--- src/rtl/tap_pkg.sv ---
// tap_pkg: nominal TAP timing, default tolerances, pulse classes and recorder states
package tap_pkg;
    localparam int T_PILOT      = 2168;
    localparam int T_SYNC1      = 667;
    localparam int T_SYNC2      = 735;
    localparam int T_BIT0       = 855;
    localparam int T_BIT1       = 1710;
    localparam int N_PILOT_HDR  = 8064;
    localparam int N_PILOT_DATA = 3224;
    localparam int D_PILOT_MIN  = 1900;
    localparam int D_PILOT_MAX  = 2500;
    localparam int D_PILOT_CNT  = 256;
    localparam int D_SYNC_MIN   = 550;
    localparam int D_SYNC_MAX   = 850;
    localparam int D_BIT0_MIN   = 600;
    localparam int D_BIT_SPLIT  = 1280;
    localparam int D_BIT1_MAX   = 2000;
    localparam int D_TIMEOUT    = 10500;
    typedef enum logic [2:0] {C_NONE, C_PILOT, C_SYNC, C_B0, C_B1, C_BAD} pclass_t;
    typedef enum logic [2:0] {S_HUNT, S_PILOT, S_SYNC2, S_DATA_H1, S_DATA_H2, S_CLOSE, S_LEN_HI} state_t;
    function automatic logic in_range(input logic [13:0] w, input int lo, input int hi);
        return int'(w) >= lo && int'(w) <= hi;
    endfunction
endpackage

--- src/rtl/tap_pulse_meter.sv ---
// tap_pulse_meter: ear synchroniser, half-period width counter, timeout and pulse classifier
module tap_pulse_meter
    import tap_pkg::*;
#(
    parameter int PILOT_MIN = D_PILOT_MIN,
    parameter int PILOT_MAX = D_PILOT_MAX,
    parameter int SYNC_MIN  = D_SYNC_MIN,
    parameter int SYNC_MAX  = D_SYNC_MAX,
    parameter int BIT0_MIN  = D_BIT0_MIN,
    parameter int BIT_SPLIT = D_BIT_SPLIT,
    parameter int BIT1_MAX  = D_BIT1_MAX,
    parameter int TIMEOUT   = D_TIMEOUT
) (
    input  logic    clock,
    input  logic    reset_n,
    input  logic    ear,
    output logic    strobe,
    output logic    timeout,
    output pclass_t cls_lock,
    output pclass_t cls_data
);
    logic [2:0]  sync;
    logic [13:0] width;
    assign strobe = sync[2] ^ sync[1];
    assign timeout = !strobe && width == 14'(TIMEOUT);
    // pilot/sync view for locking; bit view (bits win the pilot/bit-1 overlap) inside a block
    assign cls_lock = !strobe ? C_NONE :
                      in_range(width, PILOT_MIN, PILOT_MAX) ? C_PILOT :
                      in_range(width, SYNC_MIN, SYNC_MAX) ? C_SYNC : C_BAD;
    assign cls_data = !strobe ? C_NONE :
                      in_range(width, BIT0_MIN, BIT_SPLIT - 1) ? C_B0 :
                      in_range(width, BIT_SPLIT, BIT1_MAX) ? C_B1 :
                      in_range(width, PILOT_MIN, PILOT_MAX) ? C_PILOT : C_BAD;
    always_ff @(posedge clock or negedge reset_n)
        if (!reset_n) begin
            sync  <= '0;
            width <= '0;
        end else begin
            sync  <= {sync[1:0], ear};
            width <= strobe ? 14'd1 : (&width ? width : width + 14'd1);
        end
endmodule

--- src/rtl/tap_rec.sv ---
// tap_rec: TAP recorder, decodes ear half-periods into blocks written back in TAP layout
module tap_rec
    import tap_pkg::*;
#(
    parameter int PILOT_MIN = D_PILOT_MIN,
    parameter int PILOT_MAX = D_PILOT_MAX,
    parameter int PILOT_CNT = D_PILOT_CNT,
    parameter int SYNC_MIN  = D_SYNC_MIN,
    parameter int SYNC_MAX  = D_SYNC_MAX,
    parameter int BIT0_MIN  = D_BIT0_MIN,
    parameter int BIT_SPLIT = D_BIT_SPLIT,
    parameter int BIT1_MAX  = D_BIT1_MAX,
    parameter int TIMEOUT   = D_TIMEOUT
) (
    input  logic        clock,
    input  logic        reset_n,
    input  logic        ear,
    output logic [14:0] wr_address,
    output logic [7:0]  wr_data,
    output logic        wr_en,
    output logic        busy,
    output logic        block_done,
    output logic        error
);
    localparam int PCW = $clog2(PILOT_CNT + 1);
    logic           strobe, timeout;
    pclass_t        cls_lock, cls_data;
    state_t         st, st_n;
    logic [PCW-1:0] pcnt, pcnt_n;
    logic [2:0]     bitn, bitn_n;
    logic [15:0]    len, len_n;
    logic [7:0]     shreg, shreg_n, wd_n;
    logic [14:0]    base, base_n, wa_n;
    logic           h1, h1_n, pil, pil_n, busy_n, err_n, we_n, done_n;
    tap_pulse_meter #(
        .PILOT_MIN(PILOT_MIN), .PILOT_MAX(PILOT_MAX), .SYNC_MIN(SYNC_MIN), .SYNC_MAX(SYNC_MAX),
        .BIT0_MIN(BIT0_MIN), .BIT_SPLIT(BIT_SPLIT), .BIT1_MAX(BIT1_MAX), .TIMEOUT(TIMEOUT)
    ) u_meter (
        .clock(clock), .reset_n(reset_n), .ear(ear), .strobe(strobe),
        .timeout(timeout), .cls_lock(cls_lock), .cls_data(cls_data)
    );
    always_ff @(posedge clock or negedge reset_n)
        if (!reset_n) begin
            st <= S_HUNT;
            pcnt <= '0;
            bitn <= 3'd7;
            len <= '0;
            shreg <= '0;
            base <= '0;
            h1 <= 1'b0;
            pil <= 1'b0;
            busy <= 1'b0;
            error <= 1'b0;
            wr_en <= 1'b0;
            wr_address <= '0;
            wr_data <= '0;
            block_done <= 1'b0;
        end else begin
            st <= st_n;
            pcnt <= pcnt_n;
            bitn <= bitn_n;
            len <= len_n;
            shreg <= shreg_n;
            base <= base_n;
            h1 <= h1_n;
            pil <= pil_n;
            busy <= busy_n;
            error <= err_n;
            wr_en <= we_n;
            wr_address <= wa_n;
            wr_data <= wd_n;
            block_done <= done_n;
        end
    always_comb begin
        st_n = st;
        pcnt_n = pcnt;
        bitn_n = bitn;
        len_n = len;
        shreg_n = shreg;
        base_n = base;
        h1_n = h1;
        pil_n = pil;
        busy_n = busy;
        err_n = error;
        we_n = 1'b0;
        wa_n = wr_address;
        wd_n = wr_data;
        done_n = 1'b0;
        case (st)
            S_HUNT: if (cls_lock == C_PILOT) begin
                st_n = S_PILOT;
                pcnt_n = PCW'(1);
            end
            S_PILOT:
                if (cls_lock == C_PILOT) pcnt_n = (pcnt == PCW'(PILOT_CNT)) ? pcnt : pcnt + 1'b1;
                else if (cls_lock == C_SYNC && pcnt == PCW'(PILOT_CNT)) st_n = S_SYNC2;
                else if (strobe || timeout) st_n = S_HUNT;
            S_SYNC2:
                if (cls_lock == C_SYNC) begin
                    st_n = S_DATA_H1;
                    busy_n = 1'b1;
                    err_n = 1'b0;
                    bitn_n = 3'd7;
                    len_n = '0;
                end else if (strobe || timeout) st_n = S_HUNT;
            S_DATA_H1:
                if (cls_data == C_B0 || cls_data == C_B1) begin
                    h1_n = cls_data == C_B1;
                    st_n = S_DATA_H2;
                end else if (strobe || timeout) begin
                    pil_n = cls_data == C_PILOT;
                    st_n = S_CLOSE;
                end
            S_DATA_H2:
                if (timeout) begin
                    err_n = 1'b1;
                    pil_n = 1'b0;
                    st_n = S_CLOSE;
                end else if (strobe && cls_data == (h1 ? C_B1 : C_B0)) begin
                    // bitn wraps 0 -> 7, re-arming the next byte
                    shreg_n = {shreg[6:0], h1};
                    bitn_n = bitn - 3'd1;
                    st_n = S_DATA_H1;
                    if (bitn == 3'd0) begin
                        we_n = 1'b1;
                        wa_n = base + 15'd2 + len[14:0];
                        wd_n = {shreg[6:0], h1};
                        len_n = len + 16'd1;
                    end
                end else if (strobe) begin
                    err_n = 1'b1;
                    busy_n = 1'b0;
                    st_n = S_HUNT;
                end
            S_CLOSE: begin
                err_n = error | (bitn != 3'd7);
                if (len == 16'd0) begin
                    busy_n = 1'b0;
                    st_n = S_HUNT;
                end else begin
                    we_n = 1'b1;
                    wa_n = base;
                    wd_n = len[7:0];
                    st_n = S_LEN_HI;
                end
            end
            S_LEN_HI: begin
                we_n = 1'b1;
                wa_n = base + 15'd1;
                wd_n = len[15:8];
                done_n = 1'b1;
                base_n = base + 15'd2 + len[14:0];
                busy_n = 1'b0;
                pcnt_n = PCW'(1);
                st_n = pil ? S_PILOT : S_HUNT;
            end
            default: st_n = S_HUNT;
        endcase
    end
endmodule
--- config.mk ---
export PLATFORM = sky130hd
export DESIGN_NAME = tap_rec
export DESIGN_NICKNAME = d
export VERILOG_FILES = /design/src/rtl/tap_pkg.sv /design/src/rtl/tap_pulse_meter.sv /design/src/rtl/tap_rec.sv
export SDC_FILE = /design/constraint.sdc
export NUM_CORES = 1
export LEC_CHECK = 0
export ABC_AREA = 1
export CORE_MARGIN = 4
export CORE_UTILIZATION = 50
export DETAILED_ROUTE_END_ITERATION = 8
export GPL_TIMING_DRIVEN = 0
export PLACE_DENSITY_LB_ADDON = 0.05
export SYNTH_ARGS = -nofsm -noshare
export SYNTH_HDL_FRONTEND = slang
export SYNTH_SLANG_ARGS = --single-unit
--- constraint.sdc ---
create_clock -name clock -period 2.85 [get_ports clock]
set_clock_uncertainty 0.15 [all_clocks]
set_input_delay 0.7125 -clock clock [delete_from_list [all_inputs] [get_ports clock]]
set_output_delay 0.7125 -clock clock [all_outputs]
set_load 0.01 [all_outputs]
Word level (Yosys, flattened, before mapping)
Index checks and enable logic that the tools add are counted.
W data, S select, Z words.

operators by class
  bitwise gates (word level) = 3
  magnitude comparators = 8
  muxes and demuxes = 67
  equal/unequal tests = 35
  add/sub/neg operators = 7
  reduce and logical (&&, ||, !) cells = 30

operators by type and width
  kind                     count
  $mux W3                  22
  $mux W16                 4
  $mux W15                 4
  $pmux W15 S3             1
  $mux W8                  4
  $pmux W16 S2             1
  $ne A2 B2 Y1 const B     15
  $ge A14 B10 Y1 const B   2
  $ge A14 B11 Y1 const B   2
  $le A14 B11 Y1 const B   2
  $mux W14                 2
  $mux W9                  3
  $pmux W9 S3              1
  $pmux W8 S3              1
  $pmux W3 S7              1
  $reduce_and A4 Y1        5
  $mux W1                  18
  $add A16 B1 Y16 const B  1
  $logic_not A16 Y1        1
  $add A15 B1 Y15 const B  1
  $add A15 B15 Y15         1
  $add A15 B2 Y15 const B  1
  $add A14 B1 Y14 const B  1
  $eq A14 B14 Y1 const B   1
  31 further kinds         55

word-level totals
  bits in registers = 99
  output and inout bits = 27
  logic and storage cells = 166

Depth between registers and ports, before layout
  word-level depth = 11
  depth in mapped cells = 15

Cells and area by module
A second synthesis with hierarchy kept.

second synthesis, totals
  cell total of the unflattened synthesis = 1027
  area total of the unflattened synthesis = 7060.5 um^2

by module, submodules not included
  module           cells each  area an instance (um^2)  times used  seq. area each (um^2)
  tap_rec          821         5735.5                   1           2055.7
  tap_pulse_meter  206         1325.0                   1           425.4

Worst setup path before layout
Ideal clock, no wire load.

  path kind = flip-flop to flip-flop
  start = reg len[1]
  end = reg wr_address[13]
  data required time = 2584 ps
  path slack = 366 ps
  data arrival time = 2218 ps
  path buffers = 0
  cell stages (with the launch flop) = 15
  cells stage by stage = dfrtp_1 inv_1 ha_1 inv_1 ha_1 inv_1 fa_1 o21ai_0 nand3_1 nand3_1 nand2_1 nand3_1 nand3_1 nand2_1 nand2_1

between the ends
  longest elaborated chain between the ends = 5
  elaborated cells between the ends (all ways) = 8
  classes of those cells = add/sub (1); eq/ne (1); mux (4); reduce/logical (2)

RTL lines
  what                    RTL line        RTL
  start, declared         tap_rec.sv:31   logic [15:0] len, len_n;
  start signal, assigned  tap_rec.sv:62   len <= len_n;
  $add A15 B15 Y15        tap_rec.sv:126  wa_n = base + 15'd2 + len[14:0];
  $mux W15                tap_rec.sv:124  if (bitn == 3'd0) begin
  $mux W15                tap_rec.sv:119  end else if (strobe && cls_data == (h1 ? C_B1 : C_B0)) begin
  $mux W15                tap_rec.sv:115  if (timeout) begin
  $pmux W15 S3            tap_rec.sv:89   case (st)
  end signal, assigned    tap_rec.sv:70   wr_address <= wa_n;
  end, declared           tap_rec.sv:18   output logic [14:0] wr_address,

Several ways; a longest one is shown, not always the timed one. The select of a mux whose other input is x is not followed.
A chain may end at the register's enable or synchronous reset.

Worst setup path after layout
  start = reg pcnt[4]
  end = reg pcnt[5]

between the ends
  longest elaborated chain between the ends = 4
  elaborated cells between the ends (all ways) = 7
  classes of those cells = add/sub (1); eq/ne (2); mux (3); reduce/logical (1)

RTL lines
  what                    RTL line       RTL
  start, declared         tap_rec.sv:29  logic [PCW-1:0] pcnt, pcnt_n;
  start signal, assigned  tap_rec.sv:60  pcnt <= pcnt_n;
  $add A9 B1 Y9           tap_rec.sv:95  if (cls_lock == C_PILOT) pcnt_n = (pcnt == PCW'(PILOT_CNT)) ? pcnt : pcnt + 1'b1;
  $mux W9 (2 in series)   tap_rec.sv:95
  $pmux W9 S3             tap_rec.sv:89

Several ways; a longest one is shown, not always the timed one. The select of a mux whose other input is x is not followed.

==> results.sh <==
export IMPL_powerDensity_mw_per_mm2=349.4
export IMPL_cts_clk_slew_worst_paths_ns=0.07
export IMPL_grt_ovfl_total=0
export IMPL_clock_sinks=99
export IMPL_synth_compound_area_share=0.1254
export IMPL_ys_ff_latch=99
export IMPL_antennaDiodeCount=0
export IMPL_dr_pass1_iters=5
export IMPL_die_y_um=126.5
export IMPL_crit_buf_inv=1
export IMPL_areaGrowthSynthToFinish_pct=12.18
export IMPL_initial_core_util=0.5082
export IMPL_synth_area_per_cell_um2=7.192
export IMPL_ys_warn_count=0
export IMPL_cts_made_buffers=9
export IMPL_clockRootBuffer="clkbuf_16"
export IMPL_syn_area_mm2=0.007027
export IMPL_ys_types=49
export IMPL_portBuffers=29
export IMPL_fmaxAchievable_ghz=0.3680
export IMPL_cts_tree="built"
export IMPL_clock_path_buffers=2
export IMPL_grt_first_pass_wirelength_um=31480
export IMPL_grt_setup_unrepaired="no"
export IMPL_htree_levels=3
export IMPL_syn_inst=977
export IMPL_nets=1061
export IMPL_die_w_um=126.5
export IMPL_fin_crit_ns=2.717
export IMPL_critPathRequiredTime_ns=2.99
export IMPL_coreArea_mm2=0.01383
export IMPL_place_area_mm2=0.007567
export IMPL_startpoint_type="flip-flop"
export IMPL_cellLeakagePower_nw=3.780
export IMPL_routed_wirelength_um=18580
export IMPL_layout_common_cells="nand2_1 (270), inv_1 (96), dfrtp_1 (96)"
export IMPL_gp_congestion=0.9258
export IMPL_drive_gt1_frac=0.1094
export IMPL_fin_area_mm2=0.007883
export IMPL_switching_power_mw=0.6944
export IMPL_die_area_mm2=0.01601
export IMPL_hold_slack_ns=0.1991
export IMPL_slowest_stage="nor4_1"
export IMPL_synth_edf_count=0
export IMPL_fin_tns_setup_ns=0
export IMPL_worstPathCellList="or2_2 > nor4_1 > a22oi_1 > nand2_2 > buf_6 > nand2_1 > o21ai_2"
export IMPL_ant_nets=0
export IMPL_path_class="flip-flop to flip-flop"
export IMPL_synth_seq_area_share=0.3531
export IMPL_seq_power_share=0.516
export IMPL_crit_family="simple AND/OR/NAND/NOR gates"
export IMPL_dp_hpwl_um=14550
export IMPL_fin_cells=1204
export IMPL_crit_arrival_ns=2.85
export IMPL_grt_max_degree=58
export IMPL_drc=0
export IMPL_synth_top_family_by_area="simple AND/OR/NAND/NOR gates"
export IMPL_finalCritPeriodShare=0.9534
export IMPL_synth_simple_area_share=0.3358
export IMPL_final_common_cell="nand2_1"
export IMPL_drv_slew=0
export IMPL_share_comb_of_total_power=0.029
export IMPL_cts_hold_buf=0
export IMPL_synthAdderAreaFrac=0.07051
export IMPL_routedWlPerCell_um=15.43
export IMPL_syn_nets=1019
export IMPL_grt_usage=0.2419
export IMPL_power_mw=2.754
export IMPL_row_count=43
export IMPL_io_pins=30
export IMPL_cap_violations=0
export IMPL_synth_main_ff_cell="dfrtp_1"
export IMPL_hp_class="primary input to asynchronous set/reset pin"
export IMPL_muxShareOfSynthArea=0
export IMPL_synthXorXnorAreaFrac=0.03116
export IMPL_clockPowerShare=0.455
export IMPL_routed_via_density=5.355
export IMPL_tightest_slew_ns=1.101
export IMPL_drt_iter0_markers=457
export IMPL_slowest_delay_ns=0.89
export IMPL_hold_viol_final=0
export IMPL_critPathCaptureType="flip-flop"
export IMPL_vdd_ir_drop_max_uv=318.0
export IMPL_p_sw_frac=0.2521
export IMPL_grt_pass1_vias=6226
export IMPL_antenna_found_initial=0
export IMPL_dp_cells=1187
export IMPL_crit_fanout=10
export IMPL_setup_viol=0
export IMPL_async_flop_share=1.000
export IMPL_p_int_mw=2.060
export IMPL_num_vias=6448
export IMPL_worstSkewPairLatency_ns=0.36
export IMPL_slew_limit_headroom=0.2595
export IMPL_run_status="complete, no violations"
power by group through the flow:
stage	registers (mW)	logic (mW)	clock network (mW)
2_1_floorplan	1.45	0.0356	0
3_3_place_gp	1.45	0.0784	0
3_5_place_dp	1.45	0.0834	0
4_1_cts	1.42	0.0835	1.29
5_1_grt	1.42	0.0962	1.35
6_report	1.42	0.0811	1.25
path summary, 6_finish.rpt:
path,startpoint,to,slack (ns),cells after the start
max in group asynchronous,reset_n,st[0],1.65,2
min in group clock,u_meter.sync[0],u_meter.sync[1],0.22,0
min reg2reg,u_meter.sync[0],u_meter.sync[1],0.22,0
max reg2reg,pcnt[4],pcnt[5],0.13,7
max,pcnt[4],pcnt[5],0.13,7
min,reset_n,pcnt[3],0.20,1
per-layer routing:
layer / vias to the layer above / part of all wire / track usage
met1: 2990 / 0.46 / 0.3133
li1: 3308 / - / -
met3: 36 / 0.031 / 0.03579
met4: 0 / 0.024 / 0.07129
met5: - / 0 / 0
met2: 114 / 0.48 / 0.4200
per-stage QoR:
stage / setup slack [ns] / utilization
after floorplan: 0.3658 / -
after global placement: -2.995 / 0.5455
after detailed placement: -0.1117 / 0.5473
after CTS: 0.02683 / 0.5691
after global routing: 0.08699 / 0.5701
final: 0.1327 / 0.5701
logic make-up (layout without fill, tap and decap cells):
family,after synthesis,after routing
and+or+nand+nor,533,533
adders and majority gates,39,39
buffers and inverters,136,183
DFF,99,99
AOI/OAI and AO/OA,145,145
xor gates and xnor gates,25,25
state kept, by name, indices dropped and copies added (netlist names):
| register | flops |
|---|---|
| st | 3 |
| shreg | 7 |
| base | 15 |
| wr_en | 1 |
| u_meter.width | 14 |
| busy | 1 |
| pil | 1 |
| wr_address | 15 |
| h1 | 1 |
| bitn | 3 |
| u_meter.sync | 3 |
| len | 16 |
| wr_data | 8 |
| pcnt | 9 |
| error | 1 |
| block_done | 1 |
what timing repair did:
item | 4_1_cts | 5_1_grt
cloned | 0 | 0
pin swaps | 0 | 1
buffers inserted | 0 | 1
endpoints found under the setup margin | 3 | 4
gates resized for setup | 1 | 2
area by class of cell:
class | instances | area (µm²)
Clock inverter | 7 | 76.32
Buffer | 27 | 178.9
Sequential cell | 99 | 2481
Inverter | 109 | 411.6
Timing Repair Buffer | 31 | 322.8
Tap cell | 180 | 225.2
Fill cell | 1371 | 5944
Clock buffer | 9 | 225.2
Multi-Input combinational cell | 742 | 3961
synth_stat cells, drive strengths merged (3+ instances only):
cell type | count | share of area
nand2 | 282 | 0.16
inv | 105 | 0.056
nand3 | 98 | 0.072
dfrtp | 96 | 0.34
nor2 | 90 | 0.051
o21ai | 81 | 0.070
ha | 38 | 0.068
a21oi | 32 | 0.023
nor3 | 25 | 0.021
buf | 22 | 0.023
xor2 | 19 | 0.024
nand4 | 17 | 0.015
o22ai | 11 | 0.0098
or2 | 11 | 0.0098
xnor2 | 6 | 0.0075
clkbuf | 5 | 0.0027
nand3b | 5 | 0.0053
clkinv | 4 | 0.0021
a22oi | 3 | 0.0032
a31oi | 3 | 0.0027
dfstp | 3 | 0.011
nor4 | 3 | 0.0027
o31ai | 3 | 0.0032
No activity file was read; power rests on OpenSTA's default activity.
